$ cat config.mk
export PLATFORM = sky130hd
export DESIGN_NAME = perf_sampler
export DESIGN_NICKNAME = d
export VERILOG_FILES = /design/src/rtl/perf_sampler.sv
export SDC_FILE = /design/constraint.sdc
export NUM_CORES = 1
export LEC_CHECK = 0
export CELL_PAD_IN_SITES_DETAIL_PLACEMENT = 1
export CELL_PAD_IN_SITES_GLOBAL_PLACEMENT = 1
export CORE_MARGIN = 2
export CORE_UTILIZATION = 33
export CTS_CLUSTER_DIAMETER = 200
export DETAILED_ROUTE_END_ITERATION = 10
export HOLD_SLACK_MARGIN = 0.06
export PLACE_DENSITY_LB_ADDON = 0.1
export SYNTH_ARGS = -nofsm -noshare
export SYNTH_HDL_FRONTEND = slang
export SYNTH_SLANG_ARGS = --single-unit
$ cat constraint.sdc
create_clock -name clk -period 2.9 [get_ports clk]
set_clock_uncertainty 0.05 [all_clocks]
set_input_delay 0.87 -clock clk [delete_from_list [all_inputs] [get_ports clk]]
set_output_delay 0.87 -clock clk [all_outputs]
set_load 0.01 [all_outputs]
$ cat src/rtl/perf_sampler.sv
// perf_sampler: Wishbone initiator that periodically sweeps NUM_CTR
// performance counters with single classic read cycles, optionally clears
// each counter after reading it, and streams every snapshot out on a
// valid/ready sample port.
//
// Ports:
//   clk, rst          clock, asynchronous active-low reset
//   enable            run periodic sweeps
//   period            idle cycles between sweeps (WAIT lasts period+1 cycles)
//   clear_on_read     write 0 to each counter after a successful read
//   wb_*              Wishbone classic initiator port
//   smp_valid/ready   sample handshake; smp_idx/data/err/last are the payload
//   busy              high outside IDLE and WAIT
//   err_cnt           aborted bus cycles, saturating at 255
module perf_sampler #(
    parameter logic [31:0] BASE_ADR = 32'h9900_0000,
    parameter int unsigned NUM_CTR  = 4,
    parameter int unsigned PERIOD_W = 16,
    parameter int unsigned TIMEOUT  = 255
) (
    input  logic                clk,
    input  logic                rst,
    input  logic                enable,
    input  logic [PERIOD_W-1:0] period,
    input  logic                clear_on_read,
    output logic                wb_cyc_o,
    output logic                wb_stb_o,
    output logic                wb_we_o,
    output logic [31:0]         wb_adr_o,
    output logic [3:0]          wb_sel_o,
    output logic [31:0]         wb_dat_o,
    input  logic [31:0]         wb_dat_i,
    input  logic                wb_ack_i,
    input  logic                wb_err_i,
    input  logic                wb_rty_i,
    output logic                smp_valid,
    input  logic                smp_ready,
    output logic [1:0]          smp_idx,
    output logic [31:0]         smp_data,
    output logic                smp_err,
    output logic                smp_last,
    output logic                busy,
    output logic [7:0]          err_cnt
);

    localparam int unsigned WD_W     = (TIMEOUT < 2) ? 1 : $clog2(TIMEOUT + 1);
    localparam logic [1:0]  LAST_IDX = 2'(NUM_CTR - 1);
    localparam logic [7:0]  ERR_MAX  = 8'hFF;

    typedef enum logic [2:0] {
        S_IDLE,
        S_WAIT,
        S_RD,
        S_CLR,
        S_PUSH
    } state_t;

    state_t              state;
    logic [1:0]          idx;
    logic [PERIOD_W-1:0] timer;
    logic [WD_W-1:0]     watchdog;

    logic       bus_err_c;
    logic       wd_expired_c;
    logic [7:0] err_cnt_inc_c;

    // Retry is treated exactly like an error.
    assign bus_err_c     = wb_err_i | wb_rty_i;
    // Watchdog holds 0..TIMEOUT while strobing; reaching TIMEOUT aborts.
    assign wd_expired_c  = (watchdog == WD_W'(TIMEOUT));
    assign err_cnt_inc_c = (err_cnt == ERR_MAX) ? ERR_MAX : err_cnt + 8'd1;

    // Clears only ever write zero.
    assign wb_dat_o = 32'd0;

    function automatic logic [31:0] ctr_adr(input logic [1:0] i);
        return BASE_ADR + {28'd0, i, 2'b00};
    endfunction

    // Sweep sequencer with registered bus and sample outputs.
    always_ff @(posedge clk or negedge rst) begin
        if (!rst) begin
            state     <= S_IDLE;
            idx       <= 2'd0;
            timer     <= '0;
            watchdog  <= '0;
            wb_cyc_o  <= 1'b0;
            wb_stb_o  <= 1'b0;
            wb_we_o   <= 1'b0;
            wb_adr_o  <= 32'd0;
            wb_sel_o  <= 4'h0;
            smp_valid <= 1'b0;
            smp_idx   <= 2'd0;
            smp_data  <= 32'd0;
            smp_err   <= 1'b0;
            smp_last  <= 1'b0;
            busy      <= 1'b0;
            err_cnt   <= 8'd0;
        end else begin
            case (state)
                S_IDLE: begin
                    if (enable) begin
                        state <= S_WAIT;
                        timer <= period;
                    end
                end

                S_WAIT: begin
                    if (!enable) begin
                        state <= S_IDLE;
                    end else if (timer == '0) begin
                        state    <= S_RD;
                        idx      <= 2'd0;
                        busy     <= 1'b1;
                        wb_cyc_o <= 1'b1;
                        wb_stb_o <= 1'b1;
                        wb_we_o  <= 1'b0;
                        wb_sel_o <= 4'hF;
                        wb_adr_o <= ctr_adr(2'd0);
                        watchdog <= '0;
                    end else begin
                        timer <= timer - PERIOD_W'(1);
                    end
                end

                S_RD: begin
                    smp_idx  <= idx;
                    smp_last <= (idx == LAST_IDX);
                    // Priority: err/rty over ack over watchdog expiry.
                    if (bus_err_c || (wd_expired_c && !wb_ack_i)) begin
                        wb_cyc_o  <= 1'b0;
                        wb_stb_o  <= 1'b0;
                        wb_sel_o  <= 4'h0;
                        wb_adr_o  <= 32'd0;
                        smp_data  <= 32'd0;
                        smp_err   <= 1'b1;
                        err_cnt   <= err_cnt_inc_c;
                        smp_valid <= 1'b1;
                        state     <= S_PUSH;
                    end else if (wb_ack_i) begin
                        wb_cyc_o <= 1'b0;
                        wb_stb_o <= 1'b0;
                        wb_sel_o <= 4'h0;
                        wb_adr_o <= 32'd0;
                        smp_data <= wb_dat_i;
                        smp_err  <= 1'b0;
                        if (clear_on_read) begin
                            state <= S_CLR;
                        end else begin
                            smp_valid <= 1'b1;
                            state     <= S_PUSH;
                        end
                    end else begin
                        watchdog <= watchdog + WD_W'(1);
                    end
                end

                S_CLR: begin
                    // First CLR cycle is the idle gap after the read; the
                    // write cycle starts from there.
                    if (!wb_cyc_o) begin
                        wb_cyc_o <= 1'b1;
                        wb_stb_o <= 1'b1;
                        wb_we_o  <= 1'b1;
                        wb_sel_o <= 4'hF;
                        wb_adr_o <= ctr_adr(idx);
                        watchdog <= '0;
                    end else if (bus_err_c || wb_ack_i || wd_expired_c) begin
                        if (bus_err_c || !wb_ack_i) begin
                            err_cnt <= err_cnt_inc_c;
                            smp_err <= 1'b1;
                        end
                        wb_cyc_o  <= 1'b0;
                        wb_stb_o  <= 1'b0;
                        wb_we_o   <= 1'b0;
                        wb_sel_o  <= 4'h0;
                        wb_adr_o  <= 32'd0;
                        smp_valid <= 1'b1;
                        state     <= S_PUSH;
                    end else begin
                        watchdog <= watchdog + WD_W'(1);
                    end
                end

                S_PUSH: begin
                    if (smp_ready) begin
                        smp_valid <= 1'b0;
                        if (idx == LAST_IDX) begin
                            state <= S_WAIT;
                            timer <= period;
                            busy  <= 1'b0;
                        end else begin
                            idx      <= idx + 2'd1;
                            state    <= S_RD;
                            wb_cyc_o <= 1'b1;
                            wb_stb_o <= 1'b1;
                            wb_we_o  <= 1'b0;
                            wb_sel_o <= 4'hF;
                            wb_adr_o <= ctr_adr(idx + 2'd1);
                            watchdog <= '0;
                        end
                    end
                end

                default: state <= S_IDLE;
            endcase
        end
    end

endmodule

==> flow_summary.yaml <==
placed_design:
  dpl.hpwl_um: 9441
  post-place-ws_ns: 0.05042
  port_buffers: 114
  gp_congestion: 0.8193
cts:
  clk_latency_ns: 0.34
  cts_sinks: 81
  cts_setup_buffers: 0
  cts_root_buf: "clkbuf_16"
  cts-buffers-inserted: 9
  tritoncts: "yes"
  cts.path.max_buffers: 2
  cts_hold_buf: 0
  htree_levels: 3
  clk_pin_slew_worst_paths_ns: 0.06
  ctsResizeCount: 0
synth:
  synthMostInstantiatedCell: "dfrtp_1"
  ys.flop_type: "dfrtp_1"
  ys_seq_area_frac: 0.4495
  synth_cell_types: 60
  async_reset_ff_frac: 1.000
  postSynthAreaPerCell_sq_um: 9.760
  synth_top_area_cell: "dfrtp_1"
  ys_ff_latch: 81
  syn_area_sq_um: 4509
  post_synth_most_frequent_cells: "dfrtp_1 (81), buf_4 (67), nor2_1 (41)"
  synth_top_area_share: 0.4495
  synth_area_leaders: "dfrtp_1 (45%), buf_4 (11%), a22o_1 (7.2%), nor2_1 (3.4%), o21ai_0 (3.0%)"
  synth_cells: 462
  yosys_warnings: 0
  synth_edf_count: 0
worst_setup_path:
  endpoint_kind: "flop"
  cp_data_required_time_ns: 3.08
  crit_path_start_kind: "input pin"
  path_max_fanout: 3
  critPathKind: "in2reg"
  arrival_ns: 2.70
global_route:
  gr-usage-met3: 0.04840
  grt_pass1_vias: 3998
  busiest_layer: "met2"
  track_usage: 0.1833
  antenna_found_initial: 0
  grt_pass1_wl_um: 21180
  grtUsageMet1: 0.2502
  grt_max_degree: 45
  gr-usage-met2: 0.2925
  grt-ovfl-total: 0
die:
  die_w_um: 120.9
  rows: 42
  dieArea_sq_um: 14620
  core-area_sq_um: 13300
  pin_count: 173
  start_util: 0.3392
  die_y_um: 120.9
timing:
  timing.final.max_slew_violations: 0
  setup_ws_ns: 0.3824
  finalCritPeriodShare: 0.8681
  setup_tns_ns: 0
  rsz0062_at_grt: "false"
  period_needed_ns: 2.518
  slew_headroom: 0.4391
  fmax_mhz: 397.2
  final_hold_viol_count: 0
  tightest_slew_ns: 0.8413
  setup_viol: 0
routing:
  drtIter0Drc: 117
  drtPass1Iterations: 4
  drc: 0
  totalWireLength_um: 13020
  antenna_left: 0
  routedWlPerCell_um: 17.10
  vias: 3844
  vias_per_cell: 5.051
status:
  status: "complete, no violations"
layout:
  antenna_cells: 0
  nNetsFinal: 641
  fillers: 1507
  areaGrowthSynthToFinish_pct: 33.21
  drive_above_1_share: 0.09402
worst_hold_path:
  hp-class: "in2async"
power_and_ir_drop:
  power_density_nw_per_um2: 980.2
  p_leak_nw: 2.650
  ir_worst_vdd_mv: 0.5264
  finalPower_mw: 5.888
flow_run:
  drv_cap: 0
## state kept, by name, summed over array words and instances (netlist names), 2 cells and up
name	count
state	3
watchdog	8
smp_data	32
timer	16
wb_adr_o	3
err_cnt	8
smp_idx	2
idx	2
## stage by stage
step	cells	hold slack [ns]	area, sq um	util
3_3_place_gp	745	0.4376	5675	0.4269
6_report	761	0.4560	6007	0.4518
3_5_place_dp	745	0.4397	5675	0.4269
4_1_cts	761	0.4604	6007	0.4518
2_1_floorplan	519	0.4353	4723	-
5_1_grt	761	0.4721	6007	0.4518
## cell usage in the layout, fill, tap and decap left out, types with 4 or more instances in the layout
| cell type | instances |
|---|---|
| clkbuf_16 | 9 |
| nand2_1 | 26 |
| nand4_1 | 5 |
| nand3_1 | 7 |
| conb_1 | 58 |
| nor2_1 | 41 |
| o21ai_0 | 27 |
| a22o_1 | 37 |
| inv_1 | 9 |
| dfrtp_1 | 81 |
| nor3_1 | 6 |
| a31oi_1 | 6 |
| mux2_2 | 6 |
| nand2b_1 | 8 |
| buf_4 | 19 |
| nor4_1 | 8 |
| and3_1 | 8 |
| o21a_1 | 5 |
| ha_1 | 5 |
| inv_6 | 4 |
| nor2b_1 | 6 |
| clkdlybuf4s50_1 | 113 |
| a21oi_1 | 24 |
| a22oi_1 | 5 |
## worst paths after layout
path / startpoint / endpoint / slack [ns] / cells after the start
max: wb_rty_i / wb_adr_o[3] / 0.38 / 6
min: rst / state[1] / 0.46 / 1
max reg2reg: state[1] / err_cnt[6] / 0.50 / 6
min reg2reg: smp_data[21] / smp_data[21] / 0.46 / 1
max in group asynchronous: rst / smp_data[5] / 1.70 / 2
min in group clk: smp_data[21] / smp_data[21] / 0.46 / 1
## power breakdown
group / switching [mW] / internal (mW)
registers: 0.375 / 1.54
logic: 1.36 / 1.33
clock network: 0.509 / 0.773
total: 2.24 / 3.64
## per-layer routing
layer | part of all wire | wire length, um
met3 | 0.058 | 751
met4 | 0.0085 | 110
met2 | 0.47 | 6076
met1 | 0.47 | 6076
met5 | 0 | 0
## area by class of cell
cell class / count / area, sq um / area share
clock buffer: 9 / 225.2 / 0.03749
clock inverter: 7 / 106.4 / 0.01770
inverter: 9 / 33.78 / 0.005624
multi-input combinational: 345 / 2081 / 0.3464
sequential: 81 / 2027 / 0.3374
tap: 176 / 220.2 / 0.03666
timing repair buffer: 134 / 1314 / 0.2187
## worst max-delay path, stage by stage
cell	delay, ns
clkdlybuf4s50_1	0.42
nor3_1	0.35
o21ai_0	0.20
a221o_1	0.38
nand2_1	0.13
mux2_2	0.33
## logic make-up (layout without fill, tap and decap cells)
family | after synthesis | count (layout) | share of synthesized area
AOI/OAI and AO/OA | 144 | 144 | 0.2331
adders and majority gates | 5 | 5 | 0.01387
buffers and inverters | 93 | 159 | 0.1365
DFF | 81 | 81 | 0.4495
muxes | 7 | 7 | 0.01720
other | 1 | 58 | 0.0008316
and+or+nand+nor | 131 | 131 | 0.1490
No activity file was read; power rests on OpenSTA's default activity.
